==> config.mk <==
export PLATFORM = sky130hd
export DESIGN_NAME = expr_parser
export DESIGN_NICKNAME = d
export VERILOG_FILES = /design/src/rtl/expr_parser.sv
export SDC_FILE = /design/constraint.sdc
export NUM_CORES = 1
export LEC_CHECK = 0
export ABC_CLOCK_PERIOD_IN_PS = 3400
export BUFFER_PORTS_ARGS = -buffer_cell sky130_fd_sc_hd__buf_2
export CORE_MARGIN = 8
export CORE_UTILIZATION = 40
export DETAILED_ROUTE_END_ITERATION = 7
export GPL_TIMING_DRIVEN = 0
export PLACE_DENSITY_LB_ADDON = 0.05
export SYNTH_ARGS = -nofsm -noshare
export SYNTH_HDL_FRONTEND = slang
export SYNTH_SLANG_ARGS = --single-unit
==> constraint.sdc <==
create_clock -name clk -period 3.4 [get_ports clk]
set_input_delay 0.68 -clock clk [delete_from_list [all_inputs] [get_ports clk]]
set_output_delay 0.68 -clock clk [all_outputs]
set_load 0.03 [all_outputs]
==> src/rtl/expr_parser.sv <==
// expr_parser: ASCII "<type><src1><op><src2>=" parser with error reporting and valid/ready result hold; optional err_cnt port via PARSER_ERR_CNT_EN
module expr_parser #(
   parameter int         DATA_W   = 8,
   parameter logic [3:0] DEF_TYPE = 4'h8
) (
   input  logic              clk,
   input  logic              rst,
   input  logic              in_valid,
   input  logic [7:0]        in_data,
   output logic              in_ready,
   output logic              out_valid,
   input  logic              out_ready,
   output logic [DATA_W-1:0] src1,
   output logic [DATA_W-1:0] src2,
   output logic [4:0]        operator,
   output logic [3:0]        data_type,
`ifdef PARSER_ERR_CNT_EN
   output logic [7:0]        err_cnt,
`endif
   output logic              err
);
   localparam int MAX_DIG = DATA_W / 4;
   localparam int CW = $clog2(MAX_DIG + 1);
   localparam logic [CW-1:0] MAXC = CW'(MAX_DIG);
   typedef enum logic [2:0] {S_TYPE, S_SRC1, S_SRC2, S_ERR, S_HOLD} state_t;
   state_t state, nxt;
   logic [CW-1:0] cnt1, cnt2;
   logic take, is_sp, is_eq, is_dig, ok_end, done;
   logic [3:0] nib, typ_c;
   logic [4:0] op_c;
   assign in_ready  = state != S_HOLD;
   assign out_valid = state == S_HOLD;
   assign done      = out_valid && out_ready;
   // decode the incoming byte and choose the next parser state
   always_comb begin
      take   = in_valid && in_ready;
      is_sp  = in_data == 8'h20;
      is_eq  = in_data == 8'h3D;
      is_dig = (in_data >= 8'h30 && in_data <= 8'h39) || (in_data >= 8'h41 && in_data <= 8'h46) ||
               (in_data >= 8'h61 && in_data <= 8'h66);
      nib    = in_data <= 8'h39 ? in_data[3:0] : in_data[3:0] + 4'd9;
      op_c   = in_data == 8'h2B ? 5'h10 : in_data == 8'h2D ? 5'h08 : in_data == 8'h2A ? 5'h04 :
               in_data == 8'h2F ? 5'h02 : in_data == 8'h25 ? 5'h01 : in_data == 8'h26 ? 5'h11 :
               in_data == 8'h7C ? 5'h12 : in_data == 8'h5E ? 5'h14 : 5'h00;
      typ_c  = in_data == 8'h49 ? 4'h8 : in_data == 8'h46 ? 4'h4 : in_data == 8'h55 ? 4'h2 :
               in_data == 8'h53 ? 4'h1 : 4'h0;
      nxt    = state;
      ok_end = 1'b0;
      if (state == S_HOLD)
         nxt = out_ready ? S_TYPE : S_HOLD;
      else if (take && !is_sp)
         case (state)
            S_TYPE: nxt = typ_c != 4'h0 ? S_TYPE : is_dig ? S_SRC1 : is_eq ? S_HOLD : S_ERR;
            S_SRC1: nxt = is_dig ? (cnt1 == MAXC ? S_ERR : S_SRC1) : op_c != 5'h00 ? S_SRC2 :
                          is_eq ? S_HOLD : S_ERR;
            S_SRC2: begin
               nxt    = is_dig ? (cnt2 == MAXC ? S_ERR : S_SRC2) : is_eq ? S_HOLD : S_ERR;
               ok_end = is_eq && cnt2 != '0;
            end
            default: nxt = is_eq ? S_HOLD : S_ERR;
         endcase
   end
   // parser state register
   always_ff @(posedge clk) begin
      if (rst) state <= S_TYPE;
      else     state <= nxt;
   end
   // accumulate operands, operator and type flags; finalise or zero them on entry to S_HOLD
   always_ff @(posedge clk) begin
      if (rst || done) begin
         src1      <= '0;
         src2      <= '0;
         operator  <= '0;
         data_type <= '0;
         err       <= 1'b0;
         cnt1      <= '0;
         cnt2      <= '0;
      end else if (take && !is_sp) begin
         if (nxt == S_HOLD) begin
            err <= !ok_end;
            if (ok_end) data_type <= data_type == 4'h0 ? DEF_TYPE : data_type;
            else begin
               src1      <= '0;
               src2      <= '0;
               operator  <= '0;
               data_type <= '0;
            end
         end else begin
            if (state == S_TYPE && nxt == S_TYPE) data_type <= data_type | typ_c;
            if (state == S_SRC1 && nxt == S_SRC2) operator <= op_c;
            if (is_dig && nxt == S_SRC1) begin
               src1 <= (src1 << 4) | DATA_W'(nib);
               cnt1 <= cnt1 + 1'b1;
            end
            if (is_dig && nxt == S_SRC2) begin
               src2 <= (src2 << 4) | DATA_W'(nib);
               cnt2 <= cnt2 + 1'b1;
            end
         end
      end
   end
`ifdef PARSER_ERR_CNT_EN
   // count handshaken error results, saturating
   always_ff @(posedge clk) begin
      if (rst) err_cnt <= '0;
      else if (done && err && err_cnt != 8'hFF) err_cnt <= err_cnt + 8'd1;
   end
`endif
endmodule
==> out/qor.txt <==
========================================================================================
Run status ................................................................ complete, no violations
Die outline width .........................................................     90.66 um
Number of buffers on the longest clock path ...............................            2
Required @ worst endpoint .................................................      3.63 ns
Net total in the final layout .............................................          322
Clock-pin slew on the worst setup and hold paths ..........................      0.08 ns
Area of the mapped netlist ................................................    2230 um^2
Maximum number of pins on one net before global-route repair ..............           11
Die outline height ........................................................     90.66 um
Via count of the routed design ............................................         2020
Minimum clock period after layout .........................................     3.196 ns
Total Negative Setup Slacks ...............................................         0 ns
Global-route usage over all layers ........................................       0.1437
Area used by multi-input combinational logic ..............................    1409 um^2
Remaining global-route overflow ...........................................            0
Worst setup skew after layout .............................................  0.009080 ns
Synth async-reset ratio ...................................................            0
Ratio of cells with drive above 1 in the final layout .....................       0.2970
Ranking of synthesized cells by area ...................................... sky130_fd_sc_hd__dfxtp_1, sky130_fd_sc_hd__ha_1, sky130_fd_sc_hd__nand2_1, sky130_fd_sc_hd__nor2_1, sky130_fd_sc_hd__nand3_1
Dominant cell type by area after synthesis ................................ sky130_fd_sc_hd__dfxtp_1
Combined flip-flop and latch cell area ....................................   660.6 um^2
Ports placed on the boundary ..............................................           40
Average via count per standard cell .......................................        5.387
Leading cell type by number of instances after synthesis .................. sky130_fd_sc_hd__dfxtp_1
Final setup fails .........................................................            0
Post-synth top area share .................................................       0.2963
Placeable core region .....................................................    5439 um^2
Power density over the cells .............................................. 349.3 nW/um^2
Count of unresolved DRC violations after routing ..........................            0
Peak Freq .................................................................    312.9 MHz
Data arrival time of the worst path .......................................      3.42 ns
Sinks on Clock Net ........................................................           33
Hold Violations, Final ....................................................            0
Distinct cell type count of the synthesized netlist .......................           74
Max cap viols .............................................................            0
Class of the worst hold path ..............................................      reg2reg
Largest fanout on the critical path .......................................           10
Final clock period utilization by the worst path ..........................       0.9401
Critical path endpoint category ...........................................         flop
Clock tree root driver cell ............................................... sky130_fd_sc_hd__clkbuf_8
Synthesized Nets ..........................................................          277
Count of input and output buffers .........................................           35
Synth Instances ...........................................................          257
Vias in the first global route ............................................         1951
Iteration-0 DRC Markers ...................................................           99
Total die area ............................................................    8219 um^2
Site Rows .................................................................           27
Final antenna diode count .................................................            0
Kind of start point of the critical path .................................. primary input
Number of flops mapped to enable cells by yosys ...........................            0
CP Class ..................................................................       in2reg
Worst-margin pin slew .....................................................    0.6895 ns
CTS H-Tree Depth ..........................................................            2
Max-slew headroom at the worst pin ........................................       0.5403
Crit path max-delay cell type ............................................. sky130_fd_sc_hd__a2111oi_2
Count of nets left with antenna violations after detail routing ...........            0
Pins over their slew limit ................................................            0
Post-layout utilization of the core .......................................       0.4801
Leading register cell type out of synthesis ............................... sky130_fd_sc_hd__dfxtp_1
Post-Syn Area per Cell ....................................................   8.676 um^2
TritonCTS clock tree ......................................................        built
Number of hold-repair buffers added at the cts stage ......................            0
Count of TritonRoute iterations in the first routing pass .................            4
Total half-perimeter wirelength after legalization and detailed placement .      4520 um
Buffers and inverters on the worst path ...................................            4
Filler cell count .........................................................          549
Growth of design area from synthesis to finish ............................       17.12%
Starting density of the core ..............................................       0.4099
First-pass GRT wire length ................................................      9729 um
Post-synth top cells ...................................................... sky130_fd_sc_hd__dfxtp_1, sky130_fd_sc_hd__nand2_1, sky130_fd_sc_hd__nor2_1
Crit-path cells ........................................................... buf_2 > inv_1 > ha_1 > buf_2 > nand2_1 > a2111oi_2 > nor2_1 > o2111ai_2 > a31oi_4 > buf_4 > nor4_2 > a41oi_1 > nor2_1
Initial antenna violation count ...........................................            0
Fin area ..................................................................    2611 um^2
Number of buffers created by CTS ..........................................            5
Sequential cell area fraction in the yosys report .........................       0.2963
Worst vdd rail ir drop ....................................................  0.0001506 V
Routed length per instance ................................................     15.74 um
Cell class contributing the biggest share of worst-path delay ............. compound AO/OA/AOI/OAI gates
Biggest cell delay along the critical path ................................      0.58 ns
Placed instance area ......................................................    2495 um^2
Total of flip-flops plus latches after synthesis ..........................           33
Ys Warns ..................................................................            0
Clock latency at the later pin of the worst-skew pair .....................      0.28 ns
Final RePlAce weighted congestion .........................................       0.8689
Final routed wirelength across all metal layers ...........................      5904 um
Leak pwr ..................................................................     1.030 nW
========================================================================================
## worst min-delay path, stage by stage (launching register included)
cell                      delay, ns
sky130_fd_sc_hd__dfxtp_1       0.31
sky130_fd_sc_hd__nand3_1       0.06
sky130_fd_sc_hd__o21ai_1       0.05
## registers in the layout (all words and copies together), names as in the netlist
name	flops
src2	8
cnt1	2
state	3
operator	5
err	1
cnt2	2
data_type	4
src1	8
## cell usage in the layout, fill, tap and decap left out, types with 4 or more instances in the layout
master,instances
sky130_fd_sc_hd__nor3_1,8
sky130_fd_sc_hd__buf_6,5
sky130_fd_sc_hd__o21ai_1,7
sky130_fd_sc_hd__a21oi_1,10
sky130_fd_sc_hd__buf_4,6
sky130_fd_sc_hd__clkbuf_8,5
sky130_fd_sc_hd__o21ai_0,5
sky130_fd_sc_hd__buf_2,40
sky130_fd_sc_hd__clkbuf_1,5
sky130_fd_sc_hd__nor2_1,19
sky130_fd_sc_hd__ha_1,8
sky130_fd_sc_hd__xnor2_1,5
sky130_fd_sc_hd__nand2_1,23
sky130_fd_sc_hd__nand3_1,12
sky130_fd_sc_hd__a21o_1,5
sky130_fd_sc_hd__nand4_1,4
sky130_fd_sc_hd__dfxtp_1,33
sky130_fd_sc_hd__inv_1,11
sky130_fd_sc_hd__o31ai_1,6
sky130_fd_sc_hd__a31oi_1,5
sky130_fd_sc_hd__mux2i_1,5
## layer usage
layer	global-route usage	wire [um]
met5	0	0
met4	0.05409	125
met3	0.03824	328
met2	0.2278	2644
met1	0.1808	2806
## power breakdown
part	total, mW	internal, mW	switching (mW)
clock network	0.291	0.142	0.149
logic	0.223	0.0809	0.142
registers	0.398	0.393	0.00549
## cells by family (layout without fill, tap and decap cells)
group                      Yosys count  count (layout)  synth area share
AOI/OAI and AO/OA                   68              68            0.2447
buffers and inverters               31              77           0.07687
xor gates and xnor gates             5               5           0.01964
and+or+nand+nor                    105             105            0.2800
muxes                                7               7           0.03760
adders and majority gates            8               8           0.04490
DFF                                 33              33            0.2963
## stage by stage
| step | hold WS, ns | setup slack (ns) | total power [mW] | instances |
|---|---|---|---|---|
| 4_1_cts | 0.4568 | 0.09087 | 0.9119 | 372 |
| 6_report | 0.4543 | 0.2036 | 0.9120 | 375 |
| 2_1_floorplan | 0.4400 | 0.5301 | 0.5706 | 257 |
| 3_5_place_dp | 0.4470 | -0.2017 | 0.6208 | 364 |
| 3_3_place_gp | 0.4428 | -0.1834 | 0.6220 | 364 |
| 5_1_grt | 0.4871 | -0.002474 | 0.9587 | 375 |
## layout make-up
class                           instances  area share
Multi-Input combinational cell        193      0.5395
Sequential cell                        33      0.2530
Timing Repair Buffer                   38     0.07571
Buffer                                 18     0.04696
Tap cell                               72     0.03450
Clock buffer                            6     0.02779
Inverter                               13     0.01869
Clock inverter                          2    0.003833
## repair_timing
action	4_1_cts	5_1_grt
gates resized for setup	0	2
endpoints found under the setup margin	0	9
setup buffers	0	3
## final timing paths
| kind | startpoint | end | slack (ns) | depth (start not counted) |
|---|---|---|---|---|
| min | src1[4] | src1[4] | 0.45 | 2 |
| min reg2reg | src1[4] | src1[4] | 0.45 | 2 |
| max | in_data[1] | data_type[1] | 0.20 | 13 |
| max reg2reg | state[1] | src2[0] | 0.87 | 10 |
Power figures use the tool's default switching activity.
